File: src/rtl/pa_core_ibuf_pkg.sv
// pa_core_ibuf_pkg
//   Shared defaults for the instruction fetch buffer (PC width, instruction
//   width, buffer depth) and the push/pop operation encoding used by the
//   occupancy update logic.
package pa_core_ibuf_pkg;

   localparam int unsigned IBUF_DEPTH_DEF = 4;
   localparam int unsigned PC_W_DEF       = 32;
   localparam int unsigned INSTR_W_DEF    = 32;

   // Encoding is {pop, push} so the handshake bits map directly onto it.
   typedef enum logic [1:0] {
      IBUF_OP_IDLE = 2'b00,
      IBUF_OP_PUSH = 2'b01,
      IBUF_OP_POP  = 2'b10,
      IBUF_OP_BOTH = 2'b11
   } ibuf_op_e;

   function automatic ibuf_op_e ibuf_op(input logic push, input logic pop);
      return ibuf_op_e'({pop, push});
   endfunction

endpackage

File: src/rtl/pa_core_ibuf_mem.sv
// pa_core_ibuf_mem
//   DEPTH x WIDTH register array, one synchronous write port and one
//   asynchronous read port. Contents are not reset.
// Ports:
//   i_clk    clock
//   i_we     write enable
//   i_waddr  write address
//   i_wdata  write data
//   i_raddr  read address
//   o_rdata  read data (combinational from i_raddr)
module pa_core_ibuf_mem #(
   parameter int unsigned DEPTH = 4,
   parameter int unsigned WIDTH = 65
) (
   input  logic                     i_clk,
   input  logic                     i_we,
   input  logic [$clog2(DEPTH)-1:0] i_waddr,
   input  logic [WIDTH-1:0]         i_wdata,
   input  logic [$clog2(DEPTH)-1:0] i_raddr,
   output logic [WIDTH-1:0]         o_rdata
);

   logic [WIDTH-1:0] r_mem [DEPTH];

   always_ff @(posedge i_clk) begin
      if (i_we) begin
         r_mem[i_waddr] <= i_wdata;
      end
   end

   assign o_rdata = r_mem[i_raddr];

endmodule

File: src/rtl/pa_core_ibuf.sv
// pa_core_ibuf
//   Instruction fetch buffer between the IFU and decode. Queues up to DEPTH
//   {pc, instr, err} packets in a circular buffer and presents the oldest one
//   to decode. Flush (or reset) discards every queued entry.
// Ports:
//   clk_i, rst_i                core clock, synchronous active-high reset
//   flush_i                     pipeline redirect, drops all entries
//   in_valid_i / in_ready_o     IFU-side handshake
//   in_pc_i, in_instr_i, in_err_i   incoming packet
//   out_valid_o / out_ready_i   decode-side handshake
//   out_pc_o, out_instr_o, out_err_o  head packet (zero while empty)
//   count_o                     registered occupancy
module pa_core_ibuf
   import pa_core_ibuf_pkg::*;
#(
   parameter int unsigned DEPTH   = IBUF_DEPTH_DEF,
   parameter int unsigned PC_W    = PC_W_DEF,
   parameter int unsigned INSTR_W = INSTR_W_DEF
) (
   input  logic                     clk_i,
   input  logic                     rst_i,
   input  logic                     flush_i,
   input  logic                     in_valid_i,
   output logic                     in_ready_o,
   input  logic [PC_W-1:0]          in_pc_i,
   input  logic [INSTR_W-1:0]       in_instr_i,
   input  logic                     in_err_i,
   output logic                     out_valid_o,
   input  logic                     out_ready_i,
   output logic [PC_W-1:0]          out_pc_o,
   output logic [INSTR_W-1:0]       out_instr_o,
   output logic                     out_err_o,
   output logic [$clog2(DEPTH):0]   count_o
);

   localparam int unsigned AW = $clog2(DEPTH);
   localparam int unsigned CW = AW + 1;
   localparam int unsigned EW = PC_W + INSTR_W + 1;

   logic [AW-1:0] r_rd_ptr;
   logic [AW-1:0] r_wr_ptr;
   logic [CW-1:0] r_count;

   logic          w_full;
   logic          w_empty;
   logic          w_push;
   logic          w_pop;
   ibuf_op_e      w_op;
   logic [CW-1:0] w_count_nxt;
   logic [AW-1:0] w_rd_nxt;
   logic [AW-1:0] w_wr_nxt;
   logic [EW-1:0] w_wdata;
   logic [EW-1:0] w_rdata;

   // Ready/valid come from registered occupancy only: a pop while full does
   // not open the input until the next cycle.
   assign w_full      = (r_count == CW'(DEPTH));
   assign w_empty     = (r_count == '0);
   assign in_ready_o  = ~w_full;
   assign out_valid_o = ~w_empty;
   assign w_push      = in_valid_i & ~w_full;
   assign w_pop       = out_ready_i & ~w_empty;
   assign w_op        = ibuf_op(w_push, w_pop);

   always_comb begin
      w_count_nxt = r_count;
      w_rd_nxt    = r_rd_ptr;
      w_wr_nxt    = r_wr_ptr;
      case (w_op)
         IBUF_OP_PUSH: begin
            w_count_nxt = r_count + CW'(1);
            w_wr_nxt    = r_wr_ptr + AW'(1);
         end
         IBUF_OP_POP: begin
            w_count_nxt = r_count - CW'(1);
            w_rd_nxt    = r_rd_ptr + AW'(1);
         end
         IBUF_OP_BOTH: begin
            w_rd_nxt    = r_rd_ptr + AW'(1);
            w_wr_nxt    = r_wr_ptr + AW'(1);
         end
         default: ;
      endcase
   end

   // Flush collapses the buffer onto the write pointer; reset also zeroes it.
   always_ff @(posedge clk_i) begin
      if (rst_i) begin
         r_rd_ptr <= '0;
         r_wr_ptr <= '0;
         r_count  <= '0;
      end else if (flush_i) begin
         r_rd_ptr <= r_wr_ptr;
         r_count  <= '0;
      end else begin
         r_rd_ptr <= w_rd_nxt;
         r_wr_ptr <= w_wr_nxt;
         r_count  <= w_count_nxt;
      end
   end

   assign w_wdata = {in_pc_i, in_instr_i, in_err_i};

   pa_core_ibuf_mem #(
      .DEPTH (DEPTH),
      .WIDTH (EW)
   ) u_mem (
      .i_clk   (clk_i),
      .i_we    (w_push & ~flush_i & ~rst_i),
      .i_waddr (r_wr_ptr),
      .i_wdata (w_wdata),
      .i_raddr (r_rd_ptr),
      .o_rdata (w_rdata)
   );

   // Stale storage is masked so the head fields read zero while empty.
   assign out_pc_o    = w_empty ? '0 : w_rdata[EW-1 -: PC_W];
   assign out_instr_o = w_empty ? '0 : w_rdata[INSTR_W:1];
   assign out_err_o   = w_empty ? 1'b0 : w_rdata[0];
   assign count_o     = r_count;

endmodule

File: config.mk
export PLATFORM = sky130hd
export DESIGN_NAME = pa_core_ibuf
export DESIGN_NICKNAME = d
export VERILOG_FILES = /design/src/rtl/pa_core_ibuf_pkg.sv /design/src/rtl/pa_core_ibuf_mem.sv /design/src/rtl/pa_core_ibuf.sv
export SDC_FILE = /design/constraint.sdc
export NUM_CORES = 1
export LEC_CHECK = 0
export CAP_MARGIN = 25
export CORE_MARGIN = 4
export CORE_UTILIZATION = 40
export DETAILED_ROUTE_END_ITERATION = 16
export PLACE_DENSITY = 0.64
export SETUP_SLACK_MARGIN = 0.05
export SYNTH_ARGS = -nofsm -noshare
export SYNTH_HDL_FRONTEND = slang
export SYNTH_SLANG_ARGS = --single-unit
export TNS_END_PERCENT = 5
File: constraint.sdc
create_clock -name clk_i -period 3.9 [get_ports clk_i]
set_input_delay 0.39 -clock clk_i [delete_from_list [all_inputs] [get_ports clk_i]]
set_output_delay 0.39 -clock clk_i [all_outputs]
set_load 0.005 [all_outputs]
# Word-level counts from Yosys, hierarchy flattened
# Memories as Yosys holds them, arrays and structs flattened. A register that Yosys moved wholly into a read port is not among the register bits.
# Cells that the tools add are included.
[word_totals]
in_bits = 70
memories = 1
elab_cells = 37
out_inout_bits = 70
mem_bits_rw = 260
reg_bits = 7
[classes]
n_mux = 10
bitwise = 8
n_addsub = 4
eq_ne = 4
n_reduce_logical = 7
[memory_table]
columns = ["name", "depth", "word_bits", "rd", "rd_ports_with_merged_regs", "wr", "line", "rtl"]
rows = [
  ["u_mem.r_mem", 4, 65, 1, 1, 1, "pa_core_ibuf_mem.sv:23", "logic [WIDTH-1:0] r_mem [DEPTH];"],
]
[ops]
columns = ["op", "n"]
rows = [
  ["$mux 32", 2],
  ["$mux 2", 4],
  ["$pmux 3 s2", 1],
  ["$reduce_or 2->1", 3],
  ["$add 2x1->2 const B", 2],
  ["$and 1x1->1", 4],
  ["$eq 2x2->1 const B", 2],
  ["$not 1->1", 4],
  ["$reduce_bool 2->1", 2],
  ["$add 3x1->3 const B", 1],
  ["$eq 3x3->1 const B", 1],
  ["$logic_not 3->1", 1],
  ["$mux 1", 3],
  ["$sub 3x1->3 const B", 1],
  ["$eq 2x1->1 const B", 1],
  ["$reduce_and 2->1", 1],
]

# Depth between registers and ports, before layout
# Gate-level depths: netlist of run 1.
[depth]
depth_word = 9
ltp_mapped = 9
ltp_nobuf = 9

# Hierarchy
# From an unflattened synthesis of run 1, not the netlist that was laid out.
[hier_totals]
hier_cells = 460
area_unflattened_um2 = 10307.4
[by_module_without_submodules]
columns = ["module", "cells_per_inst", "area_each_um2", "seq_area_each_um2", "instances"]
rows = [
  ["pa_core_ibuf_mem", 343, 9455.3, 7807.5, 1],
  ["pa_core_ibuf", 117, 852.1, 140.1, 1],
]

# Least setup slack after synthesis of run 1
# OpenSTA, ideal clock, no wires.
[synth_path]
kind = "input -> register"
start = "input flush_i"
end = "memory u_mem.r_mem[0][0] (enable)"
t_arrival_ns = 2.572
setup_time_ns = 0.430
path_stages = 3
path_slack_ns = 0.898
required_time_ns = 3.470
n_path_buf = 1
cell_sequence = "clkbuf_1 > nor4b_1 > and2_1"
[synth_via]
elab_chain_cells = 5
[synth_rtl]
columns = ["item", "line", "rtl"]
rows = [
  ["start, declared", "pa_core_ibuf.sv:22", "input logic flush_i,"],
  ["$not 1->1", "pa_core_ibuf.sv:109", ".i_we (w_push & ~flush_i & ~rst_i),"],
  ["$and 1x1->1 (2 in series)", "pa_core_ibuf.sv:109", ""],
  ["$mux 1", "pa_core_ibuf_mem.sv:26", "if (i_we) begin"],
  ["$mux 1 (implied by the code)", "pa_core_ibuf_mem.sv:27", "r_mem[i_waddr] <= i_wdata;"],
  ["end, declared", "pa_core_ibuf_mem.sv:23", ""],
]
# No other way between the ends.

==> results_dict.tcl, run 1 <==
set metrics [dict create \
    status "finished, final reports clean" \
    clockRootBuffer "clkbuf_16" \
    synth_xor_area_share_pct 0.254 \
    port_buffers 139 \
    arrival_ns 2.87 \
    drc 0 \
    ys_seq_elements 269 \
    io_pins 140 \
    cp_cell_sequence "buf_4 > mux4_2 > and2_1 > clkdlybuf4s50_1" \
    regToRegStartpoint "count_o[0]" \
    reg2reg_slack_ns 1.18 \
    worstPathMaxFanout 30 \
    gp_congestion 0.746 \
    syn_area_per_cell_sq_um 22.1 \
    vias_per_cell 5.01 \
    pwr-share-clk_pct 40.9 \
    hpwl_microns 12100 \
    p_int_mw 4.97 \
    cts_tree "done" \
    drt_wl_total_microns 19900 \
    synthAdderAreaFrac_pct 0.799 \
    grt_pass1_vias 5330 \
    die-area_sq_um 28500 \
    firstDrtPassIters 4 \
    finalSetupViolations 0 \
    min_path_type "input pin to register" \
    synth_compound_area_share_pct 0.581 \
    end_kind "primary output" \
    grt_max_degree 70 \
    synth_edf_count 260 \
    antenna_found_initial 0 \
    synth_area_leaders "edfxtp_1 (76%), mux4_2 (14%), and2_1 (4.2%)" \
    wire_per_inst_microns 20.4 \
    r2r_cells 8 \
    cts_buffer_depth 3 \
    cp_slowest_cell "dfxtp_4" \
    ctsHoldBuffers 0 \
    grt_overflow 0 \
    synth-simple-area-share_pct 5.09 \
    finClkSkew_ns 0.0152 \
    fmax_mhz 306 \
    synth_top_family_by_area "multiplexers" \
    r2r_end "count_o[2]" \
    tightest_slew_ns 0.989 \
    netlist_instances 467 \
    worstSetupPathDepth 4 \
    p_leak_nw 4.10 \
    endpoint "out_pc_o[23]" \
    dr.first_iter.drc_count 276 \
    ys_seq_area_share_pct 77.3 \
    cts_buffers 29 \
    setup_tns_ns 0 \
    critPathKind "register to primary output" \
    p_seq_share_pct 52.2 \
    post_cts_buffers 0 \
    htreeDepth 1 \
    drive_gt1_share_pct 19.1 \
    ant_nets 0 \
    die_h_microns 169 \
    swShare_pct 20.2 \
    insertion_delay_ns 0.53 \
    syn_to_final_growth_pct 26.0 \
    whs_ns 0.498 \
    post-route-period-util_pct 83.7 \
    cap_violations 0 \
    rsz0062_at_grt "false" \
    synth_flop_cell "edfxtp_1" \
    die_x_microns 169 \
    synth_area_sq_um 10300 \
    ctsResizeCount 0 \
    slew_headroom_pct 34.1 \
    crit_family "buffers and inverters" \
    synth.distinct_cells 31 \
    muxShareOfSynthArea_pct 14.4 \
    ys_warn_count 0 \
    track_usage_pct 14.0 \
    ir_drop_mv 0.261 \
    dp_cells 920 \
    netlist_top_cells_count "edfxtp_1 (260), and2_1 (70), mux4_2 (65), clkbuf_1 (9), dfxtp_1 (9)" \
    required_ns 3.51 \
    instances_no_fill 974 \
    fp-row-count 58 \
    hold_viol 0 \
    cts.sinks 269 \
    synthesis.nets 543 \
    p_comb_share_pct 7.0 \
    synth_top_area_cell "edfxtp_1" \
    crit_buf_inv 2 \
    start_kind "register" \
    powerDensity_nw_per_um2 479 \
    p_sw_mw 1.26 \
    fillers 2001 \
    start_util_pct 40.8 \
    yosysTopAreaCellShare_pct 75.6 \
    synthArstFlopShare_pct 0 \
    n_antenna_cell 0 \
    cts.clk_slew.worst_paths_ns 0.06 \
    core-area_sq_um 25300 \
    max_stage_delay_ns 0.76 \
    grt_first_pass_wirelength_microns 30800 \
    slew_violations 0 \
    synth.most_common_cell "edfxtp_1" \
    nets 697 \
    route.vias.total 4881 \
    period_needed_ns 3.26 \
]
## state kept, by name, indices dropped and copies added (netlist names), named ones only
name / cells
count_o: 3
u_mem.r_mem: 260
r_rd_ptr: 2
r_wr_ptr: 2
## final cells by class
type                    count  area, sq um  share of cell area (%)
clock buffers              34          744                    5.72
clock inverters            20          158                    1.21
inverters                   6         22.5                   0.173
multi-input cells         169         2190                    16.8
flip-flops and latches    269         8000                    61.4
well taps                 330          413                    3.17
repair buffers            146         1490                    11.5
## layer usage
metal | GRT usage, % | vias up | part of all wire, %
met4 | 3.11 | 0 | 1.8
li1 | - | 2204 | -
met3 | 2.97 | 26 | 5.4
met5 | 0 | - | 0
met1 | 18.0 | 2505 | 40
met2 | 24.6 | 146 | 53
## worst min path at each step
stage	slack, ns	start	to	cells past startpoint
after floorplan	0.48	r_wr_ptr[1]	r_wr_ptr[1]	2
after global placement	0.51	r_wr_ptr[1]	r_wr_ptr[1]	2
after detailed placement	0.54	r_wr_ptr[1]	r_wr_ptr[1]	2
after CTS	0.47	in_pc_i[5]	u_mem.r_mem[3][38]	1
after global routing	0.47	in_pc_i[5]	u_mem.r_mem[3][38]	1
final	0.50	in_instr_i[12]	u_mem.r_mem[1][13]	1
## cell usage in the layout (no fill, tap or decap), types with 3 or more instances in the layout
cell             instances
a21oi_1                  3
and2_1                  66
and2_4                   4
buf_12                   4
buf_4                    3
clkbuf_1                 5
clkbuf_16               29
clkdlybuf4s50_1        139
clkinv_1                 6
clkinv_2                 8
dfxtp_1                  7
edfxtp_1               260
ha_1                     5
inv_1                    6
mux4_2                  65
nor2_1                   3
## metrics by stage
step | utilization (%) | worst slack (ns) | power [mW] | cell area, sq um
floorplan | - | 0.898 | 3.51 | 10300
global placement | 47.8 | 0.977 | 3.75 | 12100
detailed placement | 47.8 | 0.930 | 3.76 | 12100
CTS | 51.4 | 0.550 | 6.30 | 13000
global route | 51.4 | 0.443 | 6.45 | 13000
finish | 51.4 | 0.636 | 6.23 | 13000
## logic make-up after synthesis
logic type | after synthesis
XOR/XNOR | 3
AND/OR/NAND/NOR | 84
flip-flops | 269
multiplexers | 67
adder cells (fa/ha/maj) | 6
buffers and inverters | 29
AO/OA/AOI/OAI | 9
## power groups by stage
| stage | clock network (mW) | logic, mW | registers [mW] |
|---|---|---|---|
| after detailed placement | 0 | 0.444 | 3.31 |
| after CTS | 2.60 | 0.446 | 3.25 |
| after global routing | 2.72 | 0.472 | 3.26 |
| final | 2.55 | 0.433 | 3.25 |
| after global placement | 0 | 0.437 | 3.31 |
| after floorplan | 0 | 0.224 | 3.28 |
Note: power is estimated with default switching activity, not from simulation.
==> run 2, diff against run 1 <==
PLACE_DENSITY = 0.67   (was 0.64)
clock period = 2.7 ns   (was 3.9 ns; I/O delays follow)
==> results_dict.tcl, run 2 (synthesis results as in run 1) <==
set metrics [dict create \
    die-area_sq_um 28500 \
    n_antenna_cell 0 \
    r2r_cells 9 \
    ant_nets 0 \
    gp_congestion 0.767 \
    end_kind "primary output" \
    ctsHoldBuffers 0 \
    p_total_mw 8.67 \
    cts_buffers 27 \
    p_leak_nw 4.39 \
    post-route-period-util_pct 96.3 \
    fp-row-count 58 \
    regToRegStartpoint "count_o[2]" \
    drt_wl_total_microns 20800 \
    worstPathMaxFanout 9 \
    io_pins 140 \
    crit_buf_inv 2 \
    vias_per_cell 5.05 \
    fillers 2000 \
    die_h_microns 169 \
    crit_family "buffers and inverters" \
    slew_violations 0 \
    period_needed_ns 2.60 \
    min_to "u_mem.r_mem[0][41]" \
    grt_max_degree 69 \
    max_stage_delay_ns 0.50 \
    hold_viol 0 \
    hpwl_microns 12400 \
    largest_register_ffs 260 \
    die_x_microns 169 \
    slew_headroom_pct 65.3 \
    cap_violations 0 \
    cts_buffer_depth 3 \
    arrival_ns 2.33 \
    regMostFlops "u_mem.r_mem" \
    cts_tree "done" \
    required_ns 2.43 \
    route.vias.total 4982 \
    nets 713 \
    grt_pass1_vias 5538 \
    htreeDepth 1 \
    firstDrtPassIters 4 \
    hold_start "in_pc_i[8]" \
    final_util_pct 51.9 \
    drc 0 \
    dr.first_iter.drc_count 251 \
    finalSetupViolations 0 \
    tightest_slew_ns 0.513 \
    critPathKind "register to primary output" \
    grt_overflow 0 \
    insertion_delay_ns 0.51 \
    start_util_pct 40.8 \
    ir_drop_mv 0.487 \
    track_usage_pct 14.2 \
    start_kind "register" \
    powerDensity_nw_per_um2 660 \
    cp_cell_sequence "clkbuf_16 > mux4_2 > and2_1 > clkdlybuf4s50_1" \
    cts.clk_slew.worst_paths_ns 0.06 \
    finClkSkew_ns 0.00760 \
    antenna_found_initial 1 \
    status "finished, final reports clean" \
    port_buffers 139 \
    hold_depth 1 \
    reg2reg_slack_ns 0.25 \
    grt_first_pass_wirelength_microns 31200 \
    r2r_end "count_o[2]" \
    clockRootBuffer "clkbuf_16" \
    fmax_mhz 385 \
    core-area_sq_um 25300 \
    syn_to_final_growth_pct 27.2 \
    min_path_type "input pin to register" \
    rsz0062_at_grt "true" \
    cp_slowest_cell "mux4_2" \
    cts.sinks 269 \
    wire_per_inst_microns 21.1 \
    drive_gt1_share_pct 20.4 \
    layout_common_cells "edfxtp_1 (260), clkdlybuf4s50_1 (93), mux4_2 (65)" \
    final_common_cell "edfxtp_1" \
]
## run 2: changes by cell type in the layout (fill, tap and decap cells not counted), sizes merged
cell / delta
buf: +15
clkdlybuf4s50: -46
clkinvlp: -2
inv: -2
bufinv: -1
clkbuf: +2
dlygate4sd2: +46
## run 2: metal layers
layer / part of all wire [%] / track usage (%) / vias to the layer above / wire (microns)
met3: 4.4 / 2.73 / 32 / 917
li1: - / - / 2239 / -
met4: 1.9 / 3.39 / 2 / 406
met5: 0.062 / 0 / - / 13
met1: 40 / 17.7 / 2585 / 8400
met2: 53 / 25.7 / 124 / 11100
## run 2: through the flow
| step | cells | hold WS [ns] | setup slack, ns | TNS [ns] | instance area, sq um |
|---|---|---|---|---|---|
| 2_1_floorplan | 467 | 0.369 | -0.181 | -35.37 | 10300 |
| 3_3_place_gp | 930 | 0.494 | 0.330 | 0 | 12200 |
| 3_5_place_dp | 930 | 0.541 | 0.247 | 0 | 12200 |
| 4_1_cts | 979 | 0.367 | 0.0503 | 0 | 13000 |
| 5_1_grt | 986 | 0.376 | 0.0284 | 0 | 13100 |
| 6_report | 986 | 0.386 | 0.0992 | 0 | 13100 |
## run 2: report_power, final
part	internal, mW	switching (mW)	total (mW)
clock	1.91	1.40	3.32
combinational	0.397	0.286	0.683
sequential	4.64	0.0298	4.67
total	6.95	1.72	8.67
## run 2: final cells by class
cell class	count	area [sq um]	area share, %
flip-flops and latches	269	8000	60.8
multi-input cells	169	2200	16.7
repair buffers	164	1730	13.1
clock buffers	33	698	5.31
well taps	330	413	3.14
clock inverters	15	88.8	0.676
inverters	6	22.5	0.171
## run 2: worst max-delay path by stage
stage | end | slack, ns | depth (start not counted)
after detailed placement | u_mem.r_mem[1][26] | 0.25 | 5
after global routing | out_pc_o[7] | 0.03 | 4
after CTS | out_pc_o[1] | 0.05 | 4
after global placement | u_mem.r_mem[3][26] | 0.33 | 5
final | out_pc_o[7] | 0.1 | 4
after floorplan | u_mem.r_mem[3][0] | -0.18 | 3
## run 2: what timing repair did
| item | CTS | global route |
|---|---|---|
| pin swaps | 0 | 0 |
| gates resized for setup | 55 | 2 |
| endpoints found under the hold margin | 0 | 0 |
| gates cloned | 1 | 4 |
| endpoints found under the setup margin | 66 | 19 |
| setup buffers | 0 | 3 |
## run 2: worst register-to-register path, delay by kind of cell, from the launching register on
| kind | cells | cell delay (ns) |
|---|---|---|
| and+or+nand+nor | 3 | 0.81 |
| adders and majority gates | 2 | 0.57 |
| DFF | 1 | 0.41 |
| AOI/OAI and AO/OA | 1 | 0.22 |
| buffers and inverters | 2 | 0.20 |
| xor gates and xnor gates | 1 | 0.16 |
==> run 3, diff against run 2 <==
GPL_TIMING_DRIVEN = 0   (was unset)
==> results_dict.tcl, run 3 (synthesis results as in run 1) <==
set metrics [dict create \
    status "finished, final reports clean" \
    tightest_slew_ns 0.650 \
    start_kind "register" \
    hold_viol 0 \
    slew_headroom_pct 56.1 \
    grt_first_pass_wirelength_microns 31200 \
    die_x_microns 169 \
    r2r_cells 9 \
    rsz0062_at_grt "true" \
    start_util_pct 40.8 \
    clockRootBuffer "clkbuf_16" \
    end_kind "primary output" \
    cts.clk_slew.worst_paths_ns 0.06 \
    insertion_delay_ns 0.53 \
    n_antenna_cell 0 \
    io_pins 140 \
    htreeDepth 1 \
    port_buffers 137 \
    route.vias.total 5012 \
    instances_no_fill 996 \
    syn_to_final_growth_pct 29.5 \
    worstPathMaxFanout 10 \
    min_to "count_o[2]" \
    arrival_ns 2.33 \
    grt_overflow 0 \
    fp-row-count 58 \
    cts_buffer_depth 3 \
    grt_pass1_vias 5572 \
    cts_tree "done" \
    die-area_sq_um 28500 \
    ant_nets 0 \
    drc 0 \
    gp_congestion 0.740 \
    finClkSkew_ns 0.00913 \
    antenna_found_initial 0 \
    p_total_mw 9.34 \
    die_h_microns 169 \
    core-area_sq_um 25300 \
    final_common_cell "edfxtp_1" \
    hold_start "flush_i" \
    largest_register_ffs 260 \
    ctsHoldBuffers 0 \
    post-route-period-util_pct 96.1 \
    fmax_mhz 385 \
    wire_per_inst_microns 20.4 \
    dp_cells 938 \
    cts.sinks 269 \
    dr.first_iter.drc_count 260 \
    drt_wl_total_microns 20300 \
    ir_drop_mv 0.574 \
    firstDrtPassIters 4 \
    cts_buffers 28 \
    cap_violations 0 \
    hold_depth 2 \
    slew_violations 0 \
    grt_max_degree 41 \
    r2r_end "count_o[2]" \
    layout_common_cells "edfxtp_1 (260), clkdlybuf4s50_1 (111), mux4_2 (65), and2_1 (65), clkbuf_16 (32)" \
    period_needed_ns 2.60 \
    track_usage_pct 14.0 \
    required_ns 2.43 \
    setup_tns_ns 0 \
    p_leak_nw 4.43 \
    hpwl_microns 12500 \
    vias_per_cell 5.03 \
    regToRegStartpoint "count_o[2]" \
    reg2reg_slack_ns 0.32 \
    critPathKind "register to primary output" \
    powerDensity_nw_per_um2 698 \
    drive_gt1_share_pct 22.7 \
    finalSetupViolations 0 \
    regMostFlops "u_mem.r_mem" \
    nets 720 \
    min_path_type "input pin to register" \
]
## run 3: worst max-delay path by stage
| stage | startpoint | end | slack, ns | depth (start not counted) |
|---|---|---|---|---|
| global route | register | out_pc_o[18] | 0.004 | 5 |
| global placement | in_valid_i | u_mem.r_mem[0][28] | -1.79 | 3 |
| CTS | register | out_instr_o[13] | 0.02 | 5 |
| floorplan | flush_i | u_mem.r_mem[3][0] | -0.18 | 3 |
| detailed placement | count_o[0] | count_o[2] | -0.12 | 9 |
| finish | register | out_pc_o[19] | 0.10 | 5 |
## run 3: per-stage QoR
step	util (%)	area (sq um)	worst slack [ns]	hold slack [ns]
after CTS	52.7	13300	0.0152	0.143
after global placement	47.8	12100	-1.79	0.494
after global routing	52.8	13400	0.00439	0.197
after floorplan	-	10300	-0.181	0.369
after detailed placement	48.3	12200	-0.124	0.548
final	52.8	13400	0.104	0.173
## run 3: what timing repair did
item,in CTS,in global routing
pin swaps,1,1
gates resized for setup,60,5
endpoints found under the setup margin,66,35
buffers inserted,1,4
cloned,1,0
## run 3: final cells by class
cell class / instances / area, sq um
Clock buffer: 37 / 828
Buffer: 23 / 253
Clock inverter: 15 / 155
Multi-Input combinational cell: 169 / 2190
Tap cell: 330 / 413
Timing Repair Buffer: 147 / 1520
Sequential cell: 269 / 7990
Fill cell: 1995 / 11900
Inverter: 6 / 22.5
## run 3: critical path, cell delays in order (launching register included)
cell and delay, ns:
dfxtp_4 0.37, buf_12 0.15, buf_12 0.16, mux4_2 0.49, and2_1 0.16, clkdlybuf4s50_1 0.46
## run 3: power by group
group / switching [mW] / leakage (nW) / internal, mW / total, mW
sequential: 0.0183 / 2.42 / 4.64 / 4.65
combinational: 0.292 / 1.53 / 0.422 / 0.715
clock: 1.53 / 0.480 / 2.44 / 3.97
total: 1.84 / 4.43 / 7.50 / 9.34
## run 3: per-layer routing
layer | GRT usage, % | part of all wire (%)
met1 | 17.5 | 40
met4 | 3.63 | 1.9
met5 | 0 | 0
met3 | 2.80 | 5.6
met2 | 25.1 | 52
